==> src/rtl/ctrl_pipeline.sv <==
// Control-path pipeline registers (ID/EX, EX/MEM, MEM/WB) with load-use
// stall detection and taken-branch flush for a classic 5-stage MIPS core.
// There are no handshakes: every stage advances on every clock edge, and
// hazards are handled by replacing a stage's contents with a bubble.
module ctrl_pipeline (
  input  logic       clk,
  input  logic       reset,
  // ID-stage decoded controls and register fields
  input  logic       RegWrite_ID,
  input  logic       MemtoReg_ID,
  input  logic       Branch_ID,
  input  logic       MemRead_ID,
  input  logic       MemWrite_ID,
  input  logic       RegDst_ID,
  input  logic       ALUSrc_ID,
  input  logic [1:0] ALUOp_ID,
  input  logic [4:0] Rs_ID,
  input  logic [4:0] Rt_ID,
  input  logic [4:0] Rd_ID,
  // ALU zero flag for the instruction currently in EX
  input  logic       Zero_EX,
  // EX-stage controls
  output logic       RegDst_EX,
  output logic       ALUSrc_EX,
  output logic [1:0] ALUOp_EX,
  // MEM-stage controls
  output logic       Branch_MEM,
  output logic       MemRead_MEM,
  output logic       MemWrite_MEM,
  // WB-stage controls and destination
  output logic       RegWrite_WB,
  output logic       MemtoReg_WB,
  output logic [4:0] WriteReg_WB,
  // hazard outputs
  output logic       Stall_ID,
  output logic       PCSrc_MEM,
  output logic       Flush_IF
);

  // ID/EX contents that are not exported as ports
  logic       regwrite_ex;
  logic       memtoreg_ex;
  logic       branch_ex;
  logic       memread_ex;
  logic       memwrite_ex;
  logic [4:0] rt_ex;
  logic [4:0] rd_ex;

  // EX/MEM contents that are not exported as ports
  logic       regwrite_mem;
  logic       memtoreg_mem;
  logic [4:0] writereg_mem;
  logic       zero_mem;

  // combinational hazard/control terms
  logic [4:0] write_reg_ex;
  logic       load_use;
  logic       bubble_id_ex;

  // Destination select, branch decision and load-use detection.
  // Reset masks all hazard outputs; a taken branch masks the stall because
  // the instruction that would have stalled is about to be flushed anyway.
  always_comb begin
    write_reg_ex = rt_ex;
    load_use     = 1'b0;
    PCSrc_MEM    = 1'b0;
    Stall_ID     = 1'b0;
    Flush_IF     = 1'b0;
    bubble_id_ex = 1'b0;
    if (RegDst_EX) begin
      write_reg_ex = rd_ex;
    end
    if (memread_ex && (rt_ex != 5'd0) && ((rt_ex == Rs_ID) || (rt_ex == Rt_ID))) begin
      load_use = 1'b1;
    end
    if (!reset) begin
      PCSrc_MEM = Branch_MEM & zero_mem;
      Stall_ID  = load_use & ~PCSrc_MEM;
      Flush_IF  = PCSrc_MEM;
    end
    bubble_id_ex = Stall_ID | PCSrc_MEM;
  end

  // ID/EX register: bubble on stall or taken branch, else capture ID controls.
  always_ff @(posedge clk) begin
    if (reset || bubble_id_ex) begin
      regwrite_ex <= 1'b0;
      memtoreg_ex <= 1'b0;
      branch_ex   <= 1'b0;
      memread_ex  <= 1'b0;
      memwrite_ex <= 1'b0;
      RegDst_EX   <= 1'b0;
      ALUSrc_EX   <= 1'b0;
      ALUOp_EX    <= 2'b00;
      rt_ex       <= 5'd0;
      rd_ex       <= 5'd0;
    end else begin
      regwrite_ex <= RegWrite_ID;
      memtoreg_ex <= MemtoReg_ID;
      branch_ex   <= Branch_ID;
      memread_ex  <= MemRead_ID;
      memwrite_ex <= MemWrite_ID;
      RegDst_EX   <= RegDst_ID;
      ALUSrc_EX   <= ALUSrc_ID;
      ALUOp_EX    <= ALUOp_ID;
      rt_ex       <= Rt_ID;
      rd_ex       <= Rd_ID;
    end
  end

  // EX/MEM register: bubble on taken branch (kills the wrong-path EX op).
  always_ff @(posedge clk) begin
    if (reset || PCSrc_MEM) begin
      regwrite_mem <= 1'b0;
      memtoreg_mem <= 1'b0;
      Branch_MEM   <= 1'b0;
      MemRead_MEM  <= 1'b0;
      MemWrite_MEM <= 1'b0;
      writereg_mem <= 5'd0;
      zero_mem     <= 1'b0;
    end else begin
      regwrite_mem <= regwrite_ex;
      memtoreg_mem <= memtoreg_ex;
      Branch_MEM   <= branch_ex;
      MemRead_MEM  <= memread_ex;
      MemWrite_MEM <= memwrite_ex;
      writereg_mem <= write_reg_ex;
      zero_mem     <= Zero_EX;
    end
  end

  // MEM/WB register: always advances; only reset clears it.
  always_ff @(posedge clk) begin
    if (reset) begin
      RegWrite_WB <= 1'b0;
      MemtoReg_WB <= 1'b0;
      WriteReg_WB <= 5'd0;
    end else begin
      RegWrite_WB <= regwrite_mem;
      MemtoReg_WB <= memtoreg_mem;
      WriteReg_WB <= writereg_mem;
    end
  end

endmodule
==> config.mk <==
export PLATFORM = sky130hd
export DESIGN_NAME = ctrl_pipeline
export DESIGN_NICKNAME = d
export VERILOG_FILES = /design/src/rtl/ctrl_pipeline.sv
export SDC_FILE = /design/constraint.sdc
export NUM_CORES = 1
export LEC_CHECK = 0
export CELL_PAD_IN_SITES_DETAIL_PLACEMENT = 1
export CELL_PAD_IN_SITES_GLOBAL_PLACEMENT = 1
export CORE_ASPECT_RATIO = 0.8
export CORE_MARGIN = 2
export CORE_UTILIZATION = 35
export CTS_CLUSTER_SIZE = 8
export DETAILED_ROUTE_END_ITERATION = 12
export HOLD_SLACK_MARGIN = 0.15
export PLACE_DENSITY_LB_ADDON = 0.08
export SKIP_CTS_REPAIR_TIMING = 1
export SLEW_MARGIN = 25
export SYNTH_ARGS = -nofsm -noshare
export SYNTH_HDL_FRONTEND = slang
export SYNTH_SLANG_ARGS = --single-unit
==> constraint.sdc <==
create_clock -name clk -period 3.3 [get_ports clk]
set_input_delay 0.66 -clock clk [delete_from_list [all_inputs] [get_ports clk]]
set_output_delay 0.66 -clock clk [all_outputs]
set_load 0.1 [all_outputs]
# Word-level counts from Yosys, hierarchy flattened
# Cells that the tools add are included.
[word_totals]
regBits = 37
latchBits = 0
ram_bits = 0
mem_bits_ro = 0
input_bits = 27
output_inout_bits = 17
wordCells = 36
mem_count = 0
[classes]
addsub = 0
mul = 0
n_div = 0
magnitude_cmp = 0
n_eq_ne = 2
shifts = 0
n_mux = 4
bitwise_logic = 4
n_reduce_logical = 6
[op_table]
columns = ["operator", "count"]
rows = [
  ["equality test 5 bit", 2],
  ["2-to-1 mux 5 bit", 1],
  ["nonzero test 5 bit", 1],
  ["logical OR 1 bit", 3],
  ["2-to-1 mux 1 bit", 3],
  ["bitwise AND 1 bit", 2],
  ["logical AND 1 bit", 2],
  ["NOT 1 bit", 1],
  ["OR 1 bit", 1],
]

# Depth between registers and ports, before layout
# Gate-level depths: netlist of the first run.
[depth]
ltp_word = 8
ltp_mapped = 6
ltp_nobuf = 4

# Worst setup path before layout of the first run
# OpenSTA, ideal clock, no wires.
[synth_timing]
path_type = "flip-flop to output port"
start = "reg Branch_MEM"
end = "out PCSrc_MEM"
t_arrival_ns = 2.928
t_required_ns = 2.640
setup_slack_ns = -0.288
path_stages_with_launch = 4
n_path_buf = 1
path_cell_list = "dfxtp_1 > nand2_1 > nor2_1 > buf_4"
[synth_via]
elab_chain_len = 2
[synth_lines]
columns = ["element", "line", "source"]
rows = [
  ["start: declaration", "27", "output logic Branch_MEM,"],
  ["start signal: assignment", "124", "Branch_MEM <= branch_ex;"],
  ["bitwise AND 1 bit", "77", "PCSrc_MEM = Branch_MEM & zero_mem;"],
  ["2-to-1 mux 1 bit", "-", ""],
  ["end: declaration", "36", "output logic PCSrc_MEM,"],
]
# No other way between the ends.

# Worst setup path after layout of the first run
[layout_timing]
start = "in Rt_ID[0]"
end = "out Stall_ID"
[layout_via]
elab_chain_len = 6
[layout_lines]
columns = ["element", "line", "source"]
rows = [
  ["start: declaration", "18", "input logic [4:0] Rt_ID,"],
  ["equality test 5 bit", "73", "if (memread_ex && (rt_ex != 5'd0) && ((rt_ex == Rs_ID) || (rt_ex == Rt_ID))) begin"],
  ["logical OR 1 bit", "73", ""],
  ["logical AND 1 bit", "73", ""],
  ["2-to-1 mux 1 bit", "73", ""],
  ["bitwise AND 1 bit", "78", "Stall_ID = load_use & ~PCSrc_MEM;"],
  ["2-to-1 mux 1 bit", "76", "if (!reset) begin"],
  ["end: declaration", "35", "output logic Stall_ID,"],
]
# No other way between the ends.

==> flow_summary.json, run 1 <==
{
  "htreeDepth": 2,
  "worst_slack_ps": 635.8,
  "ys_top_cells_by_area": "dfxtp_1, a21oi_1, xnor2_1",
  "syn_inst": 129,
  "dp_slack_ps": 660.8,
  "antenna_found_initial": 0,
  "utilization": 0.5292,
  "tns_ps": 0,
  "gp_congestion": 0.8575,
  "synth.lib_cells_used.distinct": 18,
  "synthMuxAreaShare": 0.03953,
  "path_cells": "clkdlybuf4s50_1 -> xnor2_1 -> nand3_1 -> o22ai_1 -> and2_1 -> buf_12",
  "worst_pin_slew_ps": 967.1,
  "yosys.area_share.simple": 0.1709,
  "ir_drop_mv": 0.2317,
  "vias": 970,
  "pwr-share-comb": 0.151,
  "grt_overflow": 0,
  "crit_slowest_cell": "clkdlybuf4s50_1",
  "initial_core_util": 0.3673,
  "wl_per_cell_um": 12.20,
  "synth_warnings": 0,
  "drive_gt1_frac": 0.1486,
  "synthTopCellsByCount": "dfxtp_1, nand2_1, a21oi_1, xnor2_1",
  "area_growth_pct": 44.07,
  "synthAdderAreaFrac": 0,
  "core_um2": 3447,
  "status": "completed",
  "drc": 0,
  "grt_pass1_wl_um": 4215,
  "clk_path_buf_depth": 2,
  "row_count": 19,
  "nNetsFinal": 201,
  "synth_top_area_share": 0.5850,
  "critical_path_class": "in2out",
  "wl_um": 2648,
  "root_buffer": "clkbuf_8",
  "drt_iter0_drc": 13,
  "arrival_ps": 2000,
  "die_w_um": 71.25,
  "die_y_um": 57.80,
  "finClkSkew_ps": 3.921,
  "hold_viol": 0,
  "clk_latency_ps": 280,
  "critPathMaxFanout": 2,
  "avgSynthCellArea_um2": 9.816,
  "dp.cells": 209,
  "synth_seq_cells": 37,
  "grt_max_degree": 25,
  "start_kind": "primary input",
  "synth_xor_area_frac": 0.06917,
  "max_freq_mhz": 375.3,
  "stdcell_count": 217,
  "io_buffers": 43,
  "cp-end-kind": "primary output",
  "cts_made_buffers": 5,
  "synth_top_family_by_area": "simple AND/OR/NAND/NOR gates",
  "grt_pass1_vias": 963,
  "rsz0062_at_grt": "false",
  "clkTransAtPathRegs_ps": 70,
  "clockPowerShare": 0.383,
  "drv_slew": 0,
  "required_ps": 2640,
  "postRouteAntennaNets": 0,
  "synth-edff-count": 0,
  "yosysTopAreaCell": "dfxtp_1",
  "whs_ps": 434.7,
  "power.density_nw_per_um2": 566.2,
  "n_antenna_cell": 0,
  "synth_area_um2": 1266,
  "post-route-min-period_ps": 2664,
  "synth_ff_type": "dfxtp_1",
  "internal-power_w": 0.0007785,
  "seq_power_share": 0.465,
  "ioPinCount": 44,
  "cts_tree": "built",
  "yosysMostFrequentCell": "dfxtp_1",
  "relSlewSlack": 0.3532,
  "yosysSeqAreaShare": 0.5850,
  "max_stage_delay_ps": 520,
  "vias_per_cell": 4.470,
  "cts_sinks": 37,
  "grt.total_usage": 0.1396,
  "p_leak_nw": 0.7535,
  "p_sw_w": 0.0002544,
  "setup_viol": 0,
  "syn_nets": 156,
  "swShare": 0.2463,
  "synthArstFlopShare": 0,
  "place_hpwl_um": 1966,
  "drv_cap": 0,
  "worstHoldPathType": "reg2reg",
  "synth-compound-area-share": 0.09289,
  "dr.pass1.iters": 3,
  "die_area_um2": 4118,
  "fin_crit_sh": 0.8073
}
## flip-flops by register name (all words and copies together) (netlist names)
| signal | count |
|---|---|
| RegDst_EX | 1 |
| memwrite_ex | 1 |
| Branch_MEM | 1 |
| ALUOp_EX | 2 |
| rd_ex | 5 |
| zero_mem | 1 |
| ALUSrc_EX | 1 |
| RegWrite_WB | 1 |
| regwrite_mem | 1 |
| branch_ex | 1 |
| writereg_mem | 5 |
| MemtoReg_WB | 1 |
| rt_ex | 5 |
| regwrite_ex | 1 |
| MemRead_MEM | 1 |
| memtoreg_mem | 1 |
| MemWrite_MEM | 1 |
| memtoreg_ex | 1 |
| WriteReg_WB | 5 |
| memread_ex | 1 |
## stage by stage
stage,power [W],cell area [um2]
2_1_floorplan,0.0005904,1269
3_3_place_gp,0.0006448,1708
3_5_place_dp,0.0006486,1708
4_1_cts,0.001038,1824
5_1_grt,0.001070,1824
6_report,0.001033,1824
## power groups by stage
stage	clock (W)	sequential, W	combinational [W]
floorplan	0	0.000538	0.0000527
global placement	0	0.000490	0.000155
detailed placement	0	0.000491	0.000157
CTS	0.000399	0.000481	0.000158
global route	0.000420	0.000483	0.000168
finish	0.000396	0.000481	0.000156
## final cells by class
cell class,count,area [um2]
repair buffers,47,440.4
flip-flops and latches,37,740.7
clock inverters,1,30.03
well taps,42,52.55
multi-input cells,83,474.2
fillers,385,1623
clock buffers,7,86.33
## placed cells by master, fill, tap and decap left out
cell type        instances
clkbuf_1                 1
nand3_1                  2
clkdlybuf4s50_1         30
xnor2_1                 10
a21oi_2                  1
buf_4                   16
or4_1                    1
o22ai_1                  1
and2_1                   7
buf_12                   1
nor2b_1                  7
nand2b_1                 1
a21oi_1                 19
nor2_1                   5
nor2_2                   1
clkbuf_8                 6
nand2_1                 22
dfxtp_1                 37
mux2i_1                  5
o21a_1                   1
bufinv_16                1
## cell families after synthesis
kind of cell / Yosys count
and+or+nand+nor: 46
DFF: 37
AOI/OAI and AO/OA: 22
xor gates and xnor gates: 10
buffers and inverters: 9
muxes: 5
## metal layers
layer | wire [um] | vias to the layer above | share of wire | GRT usage
met5 | 0 | - | 0 | 0
met4 | 39 | 0 | 0.015 | 0.05930
met3 | 185 | 7 | 0.070 | 0.06957
met2 | 1273 | 31 | 0.48 | 0.2407
met1 | 1149 | 432 | 0.43 | 0.1450
li1 | - | 500 | - | -
## critical path, delay by kind of cell
kind / cells / cell delay, ps
buffers and inverters: 2 / 700
AND/OR/NAND/NOR: 2 / 310
AO/OA/AOI/OAI: 1 / 190
XOR/XNOR: 1 / 150
## final timing paths
path / startpoint / to / slack [ps] / depth (start not counted)
hold / removal: memwrite_ex / MemWrite_MEM / 430 / 1
hold reg to reg: memwrite_ex / MemWrite_MEM / 430 / 1
setup reg to reg: rt_ex[1] / ALUOp_EX[1] / 1770 / 4
setup / recovery: Rt_ID[0] / Stall_ID / 640 / 6
Power figures use the tool's default switching activity.
==> inputs of run 2 (changes only) <==
CORE_UTILIZATION = 29   (was 35)
clock period = 2.3 ns   (was 3.3 ns; I/O delays follow)
==> run 2 against run 1 <==
  * Cell count is 6.9% higher
  * Die area is 19% higher
  * Routed wire length is 1.2% higher
  * Largest power group unchanged
  * Non-clock buffer count stayed put
==> flow_summary.json, run 2 (synthesis results as in run 1) <==
{
  "status": "completed",
  "die_y_um": 63.10,
  "io_buffers": 43,
  "clk_path_buf_depth": 2,
  "grt_pass1_wl_um": 4609,
  "htreeDepth": 2,
  "drive_gt1_frac": 0.1886,
  "root_buffer": "clkbuf_8",
  "arrival_ps": 1750,
  "critPathMaxFanout": 4,
  "n_antenna_cell": 0,
  "required_ps": 1840,
  "ir_drop_mv": 0.3071,
  "dr.pass1.iters": 2,
  "place_hpwl_um": 2046,
  "finClkSkew_ps": 5.355,
  "wl_per_cell_um": 11.55,
  "drt_iter0_drc": 17,
  "relSlewSlack": 0.7969,
  "worstHoldPathType": "reg2reg",
  "hold_viol": 0,
  "reg2reg_to": "rd_ex[3]",
  "cp-end-kind": "primary output",
  "area_growth_pct": 47.63,
  "worst_pin_slew_ps": 304.2,
  "grt_pass1_vias": 1033,
  "drv_cap": 0,
  "p_leak_nw": 0.7671,
  "initial_core_util": 0.3031,
  "rsz0062_at_grt": "false",
  "row_count": 21,
  "final_common_cell": "dfxtp_1",
  "power.density_nw_per_um2": 793.9,
  "wl_um": 2679,
  "post-route-min-period_ps": 2214,
  "ioPinCount": 44,
  "final_cell_mix": "dfxtp_1, clkdlybuf4s50_1, nand2_1",
  "cts_sinks": 37,
  "grt_max_degree": 25,
  "tns_ps": 0,
  "antenna_found_initial": 0,
  "vias": 993,
  "ff2ff_path_depth": 4,
  "cts_tree": "built",
  "drc": 0,
  "postRouteAntennaNets": 0,
  "clk_latency_ps": 280,
  "grt_overflow": 0,
  "die_area_um2": 4914,
  "drv_slew": 0,
  "max_freq_mhz": 451.6,
  "r2r_start": "rt_ex[1]",
  "grt.total_usage": 0.1231,
  "cts_made_buffers": 5,
  "start_kind": "register",
  "nNetsFinal": 201,
  "clkTransAtPathRegs_ps": 70,
  "vias_per_cell": 4.280,
  "whs_ps": 427.2,
  "critical_path_class": "reg2out",
  "setup_viol": 0,
  "critPathCapture": "Stall_ID",
  "die_w_um": 77.88,
  "utilization": 0.4474,
  "cp-startpoint": "rt_ex[1]",
  "core_um2": 4178,
  "gp_congestion": 0.6968,
  "r2r_slack_ps": 760,
  "fin_crit_sh": 0.9627
}
==> run 2: area by class of cell <==
cell class,instances,area (um2)
clock inverters,2,37.54
clock buffers,6,82.58
well taps,57,71.32
multi-input cells,83,480.5
fillers,484,2308
repair buffers,47,455.4
flip-flops and latches,37,742.0
==> run 2: worst min path at each step <==
stage | startpoint | to | slack [ps] | cells past startpoint
3_3_place_gp | memwrite_ex | MemWrite_MEM | 410 | 1
5_1_grt | branch_ex | Branch_MEM | 440 | 1
4_1_cts | branch_ex | Branch_MEM | 430 | 1
3_5_place_dp | branch_ex | Branch_MEM | 420 | 1
6_report | branch_ex | Branch_MEM | 430 | 1
2_1_floorplan | branch_ex | Branch_MEM | 410 | 1
==> run 2: metal layers <==
metal | track usage | wire, um | up-vias
met5 | 0 | 0 | -
met4 | 0.06027 | 48 | 0
met3 | 0.04298 | 132 | 5
met2 | 0.2015 | 1280 | 29
met1 | 0.1431 | 1218 | 455
li1 | - | - | 504
==> run 2: power breakdown <==
| part | internal, W | switching (W) |
|---|---|---|
| sequential | 0.000673 | 0.0000172 |
| combinational | 0.0000912 | 0.000134 |
| clock | 0.000352 | 0.000217 |
| total | 0.00112 | 0.000368 |
==> run 2: stage by stage <==
step	std cells	power (W)	setup WS, ps	instance area [um2]
global placement	224	0.0009268	112.6	1749
detailed placement	224	0.0009325	89.76	1749
finish	232	0.001484	85.71	1869
floorplan	129	0.0008479	73.19	1276
global route	232	0.001553	9.406	1869
CTS	232	0.001509	63.07	1869
==> run 2: worst max-delay path: stages (launching register included) <==
cell	delay, ps
dfxtp_1	360
or4_1	540
o21a_1	200
and2_2	210
buf_12	160
